**config.mk**
```make
export PLATFORM = sky130hd
export DESIGN_NAME = pila_retorno
export DESIGN_NICKNAME = d
export VERILOG_FILES = /design/src/rtl/pila_retorno_pkg.sv /design/src/rtl/pila_retorno_mem.sv /design/src/rtl/pila_retorno.sv
export SDC_FILE = /design/constraint.sdc
export NUM_CORES = 1
export LEC_CHECK = 0
export BUFFER_PORTS_ARGS = -buffer_cell sky130_fd_sc_hd__buf_2
export CAP_MARGIN = 10
export CORE_UTILIZATION = 63
export DETAILED_ROUTE_END_ITERATION = 10
export PLACE_DENSITY = 0.84
export SLEW_MARGIN = 10
export SYNTH_ARGS = -nofsm -noshare
export SYNTH_HDL_FRONTEND = slang
export SYNTH_SLANG_ARGS = --single-unit
```
**constraint.sdc**
```tcl
create_clock -name clk -period 4.7 [get_ports clk]
set_input_delay 0.94 -clock clk [delete_from_list [all_inputs] [get_ports clk]]
set_output_delay 0.94 -clock clk [all_outputs]
set_load 0.02 [all_outputs]
```
**src/rtl/pila_retorno_pkg.sv**
```systemverilog
// Shared constants and push/pop decode for the return-address stack.
package pila_retorno_pkg;

  // PC width, shared with the PC register and the PC-increment adder.
  localparam int RET_WIDTH = 10;
  // Number of nested subroutine levels held in hardware.
  localparam int RET_DEPTH = 8;

  // One operation per cycle, resolved from the strobes and occupancy.
  typedef enum logic [2:0] {
    OP_HOLD       = 3'd0,  // no strobe
    OP_PUSH       = 3'd1,  // CALL with room left
    OP_PUSH_OVF   = 3'd2,  // CALL while full: entry dropped
    OP_POP        = 3'd3,  // RET with something stacked
    OP_POP_UNF    = 3'd4,  // RET while empty
    OP_REPLACE    = 3'd5,  // CALL+RET together on a non-empty stack (tail call)
    OP_PUSH_UNF   = 3'd6   // CALL+RET together while empty: acts as a push
  } stack_op_e;

  // Resolve strobes against current occupancy.
  function automatic stack_op_e decode_op(input logic push,
                                          input logic pop,
                                          input logic empty,
                                          input logic full);
    stack_op_e op;
    case ({push, pop})
      2'b10: begin
        if (full) op = OP_PUSH_OVF;
        else      op = OP_PUSH;
      end
      2'b01: begin
        if (empty) op = OP_POP_UNF;
        else       op = OP_POP;
      end
      2'b11: begin
        if (empty) op = OP_PUSH_UNF;
        else       op = OP_REPLACE;
      end
      default: op = OP_HOLD;
    endcase
    return op;
  endfunction

endpackage

```
**src/rtl/pila_retorno_mem.sv**
```systemverilog
// Return-stack storage: DEPTH x WIDTH, one synchronous write port and one
// combinational read port, built like the register file. No reset: contents
// are only observable through entries below the stack pointer.
module pila_mem
  import pila_retorno_pkg::*;
#(
  parameter int WIDTH = RET_WIDTH,
  parameter int DEPTH = RET_DEPTH,
  parameter int AW    = $clog2(DEPTH)
) (
  input  logic             clk,
  input  logic             we,
  input  logic [AW-1:0]    wa,
  input  logic [WIDTH-1:0] wd,
  input  logic [AW-1:0]    ra,
  output logic [WIDTH-1:0] rd
);

  logic [WIDTH-1:0] mem_r [DEPTH];

  // Write port: store wd at wa when we is high.
  always_ff @(posedge clk) begin
    if (we) begin
      mem_r[wa] <= wd;
    end else begin
      mem_r[wa] <= mem_r[wa];
    end
  end

  assign rd = mem_r[ra];

endmodule

```
**src/rtl/pila_retorno.sv**
```systemverilog
// Hardware return-address stack for CALL/RET. Owns the stack pointer, the
// sticky error flags and the push/pop decode; storage lives in pila_mem.
module pila_retorno
  import pila_retorno_pkg::*;
#(
  parameter int WIDTH = RET_WIDTH,
  parameter int DEPTH = RET_DEPTH
) (
  input  logic                     clk,
  input  logic                     reset,
  input  logic                     push,
  input  logic                     pop,
  input  logic [WIDTH-1:0]         d,
  output logic [WIDTH-1:0]         q,
  output logic                     empty,
  output logic                     full,
  output logic [$clog2(DEPTH):0]   count,
  output logic                     overflow,
  output logic                     underflow
);

  localparam int AW = $clog2(DEPTH);
  localparam int CW = AW + 1;

  // sp is one bit wider than the index so that DEPTH itself is representable;
  // saturation rules keep it from ever wrapping.
  logic [CW-1:0]    sp_r;
  logic             overflow_r;
  logic             underflow_r;

  logic [CW-1:0]    sp_nxt_s;
  logic             set_ovf_s;
  logic             set_unf_s;
  logic             we_s;
  logic             we_gated_s;
  logic [AW-1:0]    wa_s;
  logic [AW-1:0]    ra_s;
  logic [WIDTH-1:0] rd_s;
  logic             empty_s;
  logic             full_s;
  stack_op_e        op_s;

  assign empty_s = (sp_r == {CW{1'b0}});
  assign full_s  = (sp_r == CW'(DEPTH));
  assign op_s    = decode_op(push, pop, empty_s, full_s);

  // Top-of-stack lives one below sp; low bits wrap harmlessly when empty
  // because q is forced to zero then.
  assign ra_s = sp_r[AW-1:0] - AW'(1);

  // Translate the resolved operation into pointer, write and flag controls.
  always_comb begin
    sp_nxt_s  = sp_r;
    set_ovf_s = 1'b0;
    set_unf_s = 1'b0;
    we_s      = 1'b0;
    wa_s      = sp_r[AW-1:0];
    case (op_s)
      OP_PUSH: begin
        we_s     = 1'b1;
        sp_nxt_s = sp_r + CW'(1);
      end
      OP_PUSH_OVF: begin
        set_ovf_s = 1'b1;
      end
      OP_POP: begin
        sp_nxt_s = sp_r - CW'(1);
      end
      OP_POP_UNF: begin
        set_unf_s = 1'b1;
      end
      OP_REPLACE: begin
        we_s = 1'b1;
        wa_s = ra_s;
      end
      OP_PUSH_UNF: begin
        we_s      = 1'b1;
        sp_nxt_s  = sp_r + CW'(1);
        set_unf_s = 1'b1;
      end
      default: begin
        sp_nxt_s = sp_r;
      end
    endcase
  end

  // Reset has priority over any strobe, so no write may slip through with it.
  always_comb begin
    if (reset) begin
      we_gated_s = 1'b0;
    end else begin
      we_gated_s = we_s;
    end
  end

  // Stack pointer and sticky error flags; only reset clears the flags.
  always_ff @(posedge clk) begin
    if (reset) begin
      sp_r        <= {CW{1'b0}};
      overflow_r  <= 1'b0;
      underflow_r <= 1'b0;
    end else begin
      sp_r        <= sp_nxt_s;
      overflow_r  <= overflow_r | set_ovf_s;
      underflow_r <= underflow_r | set_unf_s;
    end
  end

  pila_mem #(
    .WIDTH (WIDTH),
    .DEPTH (DEPTH),
    .AW    (AW)
  ) u_mem (
    .clk (clk),
    .we  (we_gated_s),
    .wa  (wa_s),
    .wd  (d),
    .ra  (ra_s),
    .rd  (rd_s)
  );

  // Present zero on q while empty so RET never sees stale storage.
  always_comb begin
    if (empty_s) begin
      q = {WIDTH{1'b0}};
    end else begin
      q = rd_s;
    end
  end

  assign empty     = empty_s;
  assign full      = full_s;
  assign count     = sp_r;
  assign overflow  = overflow_r;
  assign underflow = underflow_r;

endmodule

```
# Word-level counts from Yosys, hierarchy flattened
# Memories as Yosys holds them, arrays and structs flattened.
# Index checks and enable logic that the tools add are counted.
dict set report classes {
  addsub 3
  eq_ne 11
  mux 15
  n_bitwise 3
  reduce_logical 6
}
# op count
set op_table {}
lappend op_table {{2-to-1 mux 10 bit} 2}
lappend op_table {{equality test 3 bit (second input constant)} 3}
lappend op_table {{case mux 3 bit (3 select lines)} 1}
lappend op_table {{case mux 4 bit (2 select lines)} 1}
lappend op_table {{2-to-1 mux 1 bit} 7}
lappend op_table {{equality test 3 x 2 -> 1 bit (second input constant)} 2}
lappend op_table {{2-to-1 mux 3 bit} 2}
lappend op_table {{adder 4 x 1 -> 4 bit (second input constant)} 1}
lappend op_table {{equality test 2 bit (second input constant)} 2}
lappend op_table {{equality test 4 bit (second input constant)} 1}
lappend op_table {{logical NOT 4 bit} 1}
lappend op_table {{2-to-1 mux 2 bit} 2}
lappend op_table {{OR reduction 2 bit} 2}
lappend op_table {{subtractor 4 x 1 -> 4 bit (second input constant)} 1}
lappend op_table {{equality test 3 x 1 -> 1 bit (second input constant)} 1}
lappend op_table {{bitwise OR 1 bit} 3}
lappend op_table {{OR reduction 3 bit} 1}
lappend op_table {{subtractor 3 x 1 -> 3 bit (second input constant)} 1}
lappend op_table {{equality test 2 x 1 -> 1 bit (second input constant)} 1}
lappend op_table {{AND reduction 2 bit} 1}
lappend op_table {{nonzero test 2 bit} 1}
lappend op_table {{inequality test 0 bit} 1}
dict set report totals {
  ff_bits 6
  ramBits 80
  input_bits 14
  output_inout_bits 18
  wordCells 42
  n_memories 1
}
# name words width read_ports rd_ports_with_merged_regs wr line
set memory_table {}
lappend memory_table {u_mem.mem_r 8 10 1 0 1 pila_retorno_mem.sv:19} ;# logic [WIDTH-1:0] mem_r [DEPTH];

# Logic depth before layout (Yosys ltp)
# Gate-level depths: netlist (run 1).
dict set report depth {
  ltp_word 10
  depth_mapped 13
  ltp_nobuf 10
}

# Cells and area by module
# A second synthesis (run 1) with hierarchy kept.
dict set report unflattened {
  cells_unflattened 205
  hier_area_um2 3747.3
}
# mod instances cells_per_inst area_per_inst_um2 seq_area_each_um2
set modules_own_cells {}
lappend modules_own_cells {pila_mem 1 128 3133.0 2402.3}
lappend modules_own_cells {pila_retorno 1 77 614.3 120.1}

# Worst setup path before layout (run 1)
# OpenSTA, ideal clock, no wires.
dict set report synth_timing {
  path_type {register to output}
  start {register sp_r[0], in the netlist count[0]}
  end {output q[2]}
  arrival_time_ps 2374
  path_slack_ps 1386
  stages_incl_launch_ff 9
  n_path_buf 3
  cell_sequence {dfxtp_1 -> buf_4 -> buf_2 -> inv_1 -> ha_1 -> buf_1 -> mux4_2 -> nand2_1 -> a21oi_1}
}
dict set report synth_between {
  elab_chain_len 3
}
# item line
set synth_lines {}
lappend synth_lines {{start, declared} pila_retorno.sv:27} ;# logic [CW-1:0] sp_r;
lappend synth_lines {{start signal, assigned} pila_retorno.sv:99} ;# sp_r <= {CW{1'b0}};
lappend synth_lines {{start signal, assigned} pila_retorno.sv:103} ;# sp_r <= sp_nxt_s;
lappend synth_lines {{subtractor 3 x 1 -> 3 bit} pila_retorno.sv:49} ;# assign ra_s = sp_r[AW-1:0] - AW'(1);
lappend synth_lines {{net ra_s[0]} pila_retorno.sv:37} ;# logic [AW-1:0] ra_s;
lappend synth_lines {{memory (8 x 10 bit)} -}
lappend synth_lines {{2-to-1 mux 10 bit} pila_retorno.sv:124} ;# if (empty_s) begin
lappend synth_lines {{end, declared} pila_retorno.sv:14} ;# output logic [WIDTH-1:0] q,
# The timed path passes the listed nets, and every way through them passes these cells.

# Worst setup path after layout (run 1)
dict set report layout_timing {
  start {register sp_r[1], in the netlist count[1]}
  end {output q[8]}
}
dict set report layout_between {
  elab_chain_len 3
}
# item line
set layout_lines {}
lappend layout_lines {{subtractor 3 x 1 -> 3 bit} pila_retorno.sv:49}
lappend layout_lines {{memory (8 x 10 bit)} -}
lappend layout_lines {{2-to-1 mux 10 bit (*)} pila_retorno.sv:124}
# Mark *: on every way between the ends. The rest lies on a longest branch, timed or not.

==> run summary, run 1 <==
The run finished with clean final reports. The relative slew slack came out at 0.243. The required time reported for the critical path endpoint came out at 3.76 ns. The end-of-flow core utilization is 0.722. The effective utilization at floorplan came out at 0.655.

The number of primary I/O pins came out at 32. The layout cell share with drive strength beyond 1 came out at 0.308. CTS built an H-tree with a depth of 3. For the finished layout, the period the worst path requires is 3.73 ns. The number of setup violations in the final report came out at 0. The clock tree skew after final layout came out at 0.00568 ns.

The final-report hold violation count is 0. The cell type contributing the most total cell area after synthesis is sky130_fd_sc_hd__edfxtp_1. In this run the horizontal extent of the chip is 77.9 µm. The share of power burned in combinational logic is 0.430. The count of nets after finishing is 266. The die is 77.9 µm tall. Yosys mapped a number of flops with a built-in enable equal to 80. The core area came out at 5540 µm². The number of standard cells in the final layout excluding fillers came out at 325.

The later pin in the worst-skew pair is clocked with a latency of 0.34 ns. The synthesis warning total came out at 0. The sequential power share came out at 0.377. sky130_fd_sc_hd__edfxtp_1 is the most common cell in the netlist. The number of clock buffers inserted by TritonCTS came out at 9. Detailed placement ended at an HPWL of 4030 µm. The area growth from synthesis to final layout is 10.3%. The number of global-route vias before repair came to 1915. The final antenna-violating net count came out at 0.

The number of remaining DRC errors is 0. The via total after detailed routing came out at 1947. The internal power came out at 1580 µW.

The maximum vdd drop came out at 0.000392 V. Dividing the final minimum period by the clock period gives 0.794. The distinct cell type count of the synthesized netlist is 35. The total congestion overflow came out at 0. The met2 usage in global routing came out at 0.395. The critical-path maximum fanout came out at 23. The fmax came out at 268 MHz. In this run the tool buffered the top-level ports with 31 buffer cells.

The commonest cells after synthesis are sky130_fd_sc_hd__edfxtp_1 (80), sky130_fd_sc_hd__nand2_1 (22), sky130_fd_sc_hd__mux4_2 (20). The count of inserted antenna diode cells came out at 0. The start-to-end type of the worst setup path is reg2out.

Including well taps, the total number of placed cells is 311. The total clock sinks came out at 86. The clock passes through at most 2 buffers. The static leakage power came out at 0.00138 µW. The global routing met3 resource utilization is 0.0565.

The slowest stage of the critical path is the sky130_fd_sc_hd__ha_1 cell. The final weighted congestion of routability-driven global placement came out at 0.753. Entering global routing, the biggest net connects 30 pins.

The post-synth net total came out at 233. The max-slew violation count is 0. The initial antenna violation count is 0. In this run the clock root is driven by a sky130_fd_sc_hd__clkbuf_8. For this run, the leading register cell type out of synthesis is sky130_fd_sc_hd__edfxtp_1.

The number of buffers added to fix hold violations after cts came out at 0. The cell area after placement came out at 3820 µm². Of the post-synthesis cell area, the dominant cell type holds 0.662. Ranked by total cell area, the synthesized netlist is headed by sky130_fd_sc_hd__edfxtp_1 (66%), sky130_fd_sc_hd__mux4_2 (12%), sky130_fd_sc_hd__dfxtp_1 (3.3%). In this run, the number of DRC markers left after iteration 0 of detailed routing was 187. In this run the worst hold path is classified as reg2reg.

The floorplan die area is 6070 µm². The post-cts repair resize count came out at 0. The net switching power came out at 916 µW. The layer flagged by global routing as most heavily used is met2.

In the global route stage, met1 resource usage came out at 0.307. Setup repair after global routing left no endpoint under its margin. The slew at the pin closest to its max-slew limit is 1.13 ns. For this run, the register share of the synthesized area comes to 0.695.

The stage delay of the slowest cell on the critical path is 0.99 ns. The first global-routing pass estimated 10200 µm of wire. After synthesis the cells add up to 3630 µm². The power density normalized to cell area came out at 625 nW/µm². STA classifies the critical path endpoint as a primary output. The data arrival time of the critical path came out at 2.79 ns. After routing the design area is 4000 µm². The post-synthesis sequential element count is 86. Traced cell by cell, the critical path runs through inv_1 -> ha_1 -> mux4_2 -> nand2_1 -> a21oi_1 -> buf_2. Wires add up to 6580 µm. The mean instance size in the synthesized netlist came out at 16.7 µm². The number of post-CTS setup repair buffers came out at 0.

Counting flops with an async set or reset pin after synthesis yields a share of 0. The clock share of power came out at 0.193. The routed via count divided by cell count is 5.99. The first-pass detailed-route iteration total came out at 4. The total global routing track utilization is 0.241.

The clock tree from TritonCTS is done. Dividing the detail-routed wire length by the instance count gives 20.2 µm. The worst setup path is launched from a flip-flop. The number of core rows came out at 27. Max-cap violations in this run came to 0. The accumulated negative setup slack came out at 0 ns. The synthesized instance count is 217. The fraction of power spent switching nets came out at 0.366.

The clock transition at the registers of the reported paths is 0.08 ns.
cell families after synthesis:
family,Yosys count,share of synthesized area
simple gates,55,0.0765
mux,22,0.131
flops,86,0.695
compound gates,27,0.0493
buf+inv,20,0.0290
xor+xnor,5,0.0121
fa+ha+maj,2,0.00690
per-stage QoR:
step / hold WS [ns] / worst slack (ns) / power, µW
after floorplan: 0.567 / 1.39 / 1770
after global placement: 0.447 / 1.47 / 2010
after detailed placement: 0.468 / 1.39 / 2040
after CTS: 0.487 / 1.01 / 2510
after global routing: 0.508 / 0.844 / 2620
final: 0.482 / 0.968 / 2500
worst paths after layout:
check	startpoint	endpoint	slack, ns	depth (start not counted)
setup / recovery	count[1]	q[8]	0.97	6
hold / removal	overflow	overflow	0.48	1
setup reg to reg	count[1]	u_mem.mem_r[0][1]	1.36	6
hold reg to reg	overflow	overflow	0.48	1
critical path, delay by kind of cell (launching register included):
| kind | cells | cell delay [ns] |
|---|---|---|
| multiplexers | 1 | 0.38 |
| AO/OA/AOI/OAI | 1 | 0.20 |
| adder cells (fa/ha/maj) | 1 | 0.99 |
| buffers and inverters | 2 | 0.33 |
| AND/OR/NAND/NOR | 1 | 0.06 |
| flip-flops | 1 | 0.47 |
layer usage:
layer  up-vias  part of all wire
li1        899                 -
met1       969              0.43
met2        70              0.50
met3         9             0.056
met4         0             0.016
met5         -                 0
power by group through the flow:
stage	logic, µW	clock network [µW]	registers (µW)
2_1_floorplan	810	0	955
3_3_place_gp	1050	0	953
3_5_place_dp	1080	0	959
4_1_cts	1080	488	942
5_1_grt	1160	511	948
6_report	1080	483	942
sequential cells by signal, indices dropped and copies added (netlist names):
name and flops:
underflow 1, overflow 1, count 4, u_mem.mem_r 80
cell usage in the layout (no fill, tap or decap), types with 5 or more instances in the layout:
cell type,Yosys,routed
sky130_fd_sc_hd__buf_2,6,31
sky130_fd_sc_hd__nor3_1,5,5
sky130_fd_sc_hd__mux4_2,20,20
sky130_fd_sc_hd__a21oi_1,14,14
sky130_fd_sc_hd__nand2_1,22,22
sky130_fd_sc_hd__dfxtp_1,6,6
sky130_fd_sc_hd__clkbuf_8,0,9
sky130_fd_sc_hd__edfxtp_1,80,80
sky130_fd_sc_hd__inv_1,7,7
sky130_fd_sc_hd__nor2_1,17,17
cell type report:
class	instances	area, µm²
Clock inverter	4	50.0
Multi-Input combinational cell	111	1000
Timing Repair Buffer	35	185
Fill cell	354	1540
Sequential cell	86	2520
Clock buffer	10	128
Tap cell	72	90.1
Inverter	7	26.3
(Power assumes the default switching activity.)
==> inputs of run 2 (changes only) <==
- ABC_AREA: default -> 1
- CORE_UTILIZATION: 63 -> 58
- PLACE_DENSITY: 0.84 -> 0.78
- clock period: 4.7 -> 3.7 ns (I/O delays scaled with it)
==> run 2 against run 1 <==
Net effect: final cell count grew 33%; clock skew is essentially flat; largest cell class unchanged; clock power grew 32%; power grew 30%; die area grew 7.5%; combinational power grew 32%; synthesized cell count grew 45%.
==> run summary, run 2 <==
Ranked by instance count, the synthesized netlist is headed by sky130_fd_sc_hd__edfxtp_1 (80), sky130_fd_sc_hd__nor2_1 (74), sky130_fd_sc_hd__o21ai_0 (49). The final weighted congestion of routability-driven global placement is 0.827 (+9.8%). The static leakage power is 0.00149 µW (+7.9%). The fmax came out at 306 MHz. The final antenna-violating net count came to 0 (unchanged). The total met2 wirelength after detailed routing was 3580 µm (+8.6%).

Ranked by total cell area, the synthesized netlist is headed by sky130_fd_sc_hd__edfxtp_1 (67%), sky130_fd_sc_hd__nor2_1 (7.7%), sky130_fd_sc_hd__o21ai_0 (6.8%). The number of setup violations in the final report came out at 0 (unchanged). The power density normalized to cell area is 805 nW/µm² (+29%).

The number of standard cells in the final layout excluding fillers came out at 431 (+33%). The buffer levels on the longest clock path came to 2 (unchanged). The relative slew slack came to 0.546 (+0.303). The stage delay of the slowest cell on the critical path is 0.51 ns (-0.48 ns).

The worst-case reg-to-reg path depth came out at 8 (+2). The slew at the pin closest to its max-slew limit came out at 0.680 ns (-0.452 ns). The H-tree depth reported by CTS came to 3 (unchanged). The post-synthesis sequential element count is 86 (unchanged). The total congestion overflow came out at 0 (unchanged). The core area was 5960 µm² (+7.5%).

The clock tree root buffer cell is sky130_fd_sc_hd__clkbuf_8. After detailed routing, no signal wire sits above met4. The total of fill cells in the finished design came out at 447 (+26%).

The worst setup path is of the reg2out kind. The effective utilization at floorplan was 0.604 (-0.0507). The routed via count divided by cell count is 5.69 (-5.0%).

Setup repair after global routing left no endpoint under its margin. The flip-flop and latch area is 2520 µm² (unchanged). The sum of met3 wire segment lengths after detailed routing came out at 559 µm (+53%). The count of inserted antenna diode cells is 0 (unchanged). Traced cell by cell, the critical path runs through inv_1 -> ha_1 -> inv_1 -> o21ai_0 -> o22ai_1 -> o21ai_0 -> a31oi_1 -> buf_2. The area of the multi-input gates came out at 936 µm² (-6.5%). The data arrival time of the critical path came to 2.53 ns (-0.26 ns). The number of post-CTS setup repair buffers is 0 (unchanged). The clock transition at the registers of the reported paths came out at 0.08 ns (about the same). The total global routing track utilization came out at 0.243 (+0.00139).

The first-pass detailed-route iteration total came out at 4 (unchanged). The fraction of synthesis flops using an asynchronous set or reset pin came out at 0 (unchanged). STA classifies the critical path startpoint as a flip-flop.

The mean instance size in the synthesized netlist came out at 11.5 µm² (-31%). Counting flops per register, the top entry is u_mem.mem_r. The shortest clock period the worst path allows after layout is 3.27 ns.

The detailed-route wire length was 7180 µm (+9.1%). The initial antenna violation count is 0 (unchanged). The detailed placement HPWL is 4540 µm (+13%).

The synthesis warning total is 0 (unchanged). The cell area after synthesis came out at 3600 µm² (-0.83%). The die span in x is 80.8 µm (+3.7%).

Leaving out fill and tap cells, the most frequent cell in the layout is sky130_fd_sc_hd__edfxtp_1. The clock tree from TritonCTS is done. The layout cell share with drive strength beyond 1 is 0.191 (-0.117). The post-synth net total is 330 (+42%). The portion of synthesized cell area occupied by the leading cell type came out at 0.668 (+0.00552).

The detailed-routing wirelength on met1 is 2900 µm (+2.9%). The final-report hold violation count was 0 (unchanged). The critical-path maximum fanout is 21 (-8.7%). The vertical die dimension was 80.8 µm (+3.7%). The count of nets after finishing came out at 367 (+38%).

The leading cell type by number of instances after synthesis is sky130_fd_sc_hd__edfxtp_1. The required time reported for the critical path endpoint was 2.96 ns (-0.80 ns). The clock tree skew after final layout is 0.00530 ns (-0.000373 ns). The number of global-route vias before repair is 2283 (+19%). The post-cts repair resize count is 0 (unchanged). The synthesized instance count is 314 (+45%). The max-slew violation count is 0 (unchanged). The cell count of the worst hold path is 2 (+1). The clock latency reported for the late side of the worst-skew pair came to 0.35 ns (about the same). Among all stages on the critical path, the largest delay is contributed by sky130_fd_sc_hd__inv_1. The via total after detailed routing is 2452 (+26%). The maximum vdd drop came out at 0.000540 V (+38%). The number of remaining DRC errors is 0 (unchanged). In the synthesized netlist the dominant register cell turns out to be sky130_fd_sc_hd__edfxtp_1.

The number of core rows came out at 28 (+3.7%). The number of buffers added to fix hold violations after cts came to 0 (unchanged). The worst setup path is captured at a primary output. Relative to the synthesized area, the layout overhead comes to 12.7%. The number of enable flip-flop cells after synthesis is 80 (unchanged). In the finished design, the share of the clock period the worst path needs comes to 0.883.

The floorplan die area is 6520 µm² (+7.5%). The number of clock buffers inserted by TritonCTS came out at 9 (unchanged). The max-cap violation count is 0 (unchanged).

The number of DRC violations after detailed-routing iteration 0 is 168 (-10%). The total placed cells including tap cells is 415 (+33%). The global-route wire length before repair came out at 11000 µm (+7.7%). The number of primary I/O pins came to 32 (unchanged). The cell type contributing the most total cell area after synthesis is sky130_fd_sc_hd__edfxtp_1. The distinct cell type count of the synthesized netlist came out at 24 (-31%). The count of buffers from port buffering came out at 31 (unchanged). In the layout the commonest cells are sky130_fd_sc_hd__edfxtp_1 (80), sky130_fd_sc_hd__nor2_1 (74), sky130_fd_sc_hd__o21ai_0 (49), sky130_fd_sc_hd__buf_2 (31), sky130_fd_sc_hd__nand2_1 (21). The maximum number of pins on one net before global-route repair came out at 45 (+50%). The accumulated negative setup slack was 0 ns (unchanged). The flip-flop count of the largest register after layout is 80 (unchanged). The run finished with clean final reports. The detailed-route wire length per cell was 16.6 µm (-18%).

The sequential-to-total area share from yosys stat came out at 0.701 (+0.00580). The min-delay analysis places its worst path in the category reg2reg. The total clock sinks is 86 (unchanged).
-- run 2: cell types whose count changed in the layout (fill, tap and decap cells not counted), sizes merged, moves of 3 or more --
cell / delta
nor2: +58
buf: +7
o22ai: +10
nor3: -5
a31oi: +6
mux4: -20
inv: +12
o21ai: +52
nand2: +3
a21oi: -8
nand3: +6
-- run 2: worst max-delay path: cells and delay by family, from the launching register on --
kind                       cells  cell delay (ns)
DFF                            1             0.40
AOI/OAI and AO/OA              4             0.65
adders and majority gates      1             0.29
buffers and inverters          3             0.83
-- run 2: power by group --
| group | internal, µW | switching [µW] |
|---|---|---|
| clock | 313 | 325 |
| combinational | 438 | 992 |
| sequential | 1150 | 39.8 |
-- run 2: cells by family after synthesis --
family	share of synthesized area
and+or+nand+nor	0.122
xor gates and xnor gates	0.00939
buffers and inverters	0.0389
adders and majority gates	0.00695
DFF	0.701
AOI/OAI and AO/OA	0.122
-- run 2: metrics by stage --
stage / setup slack, ns / utilization / area (µm²) / total power (µW) / hold WS [ns]
6_report: 0.432 / 0.681 / 4050 / 3260 / 0.449
4_1_cts: 0.435 / 0.681 / 4050 / 3270 / 0.453
3_3_place_gp: 0.875 / 0.648 / 3860 / 2610 / 0.435
3_5_place_dp: 0.840 / 0.648 / 3860 / 2640 / 0.441
2_1_floorplan: 0.776 / - / 3600 / 2230 / 0.520
5_1_grt: 0.280 / 0.681 / 4050 / 3460 / 0.496
-- run 2: per-layer routing --
metal | vias up | track usage
met5 | - | 0
met4 | 0 | 0.120
met3 | 16 | 0.0719
met2 | 125 | 0.388
met1 | 1131 | 0.303
li1 | 1180 | -
-- run 2: path summary, 6_finish.rpt --
check / startpoint / endpoint / slack [ns]
worst max register to register: count[1] / u_mem.mem_r[2][0] / 1.09
worst min register to register: underflow / underflow / 0.45
worst min-delay path: underflow / underflow / 0.45
worst max-delay path: count[1] / q[4] / 0.43
-- run 2: area by class of cell --
cell class,count,share of cell area
sequential,86,0.622
multi-input combinational,194,0.231
timing repair buffer,42,0.0586
clock buffer,9,0.0306
tap,75,0.0231
clock inverter,7,0.0179
inverter,18,0.0167
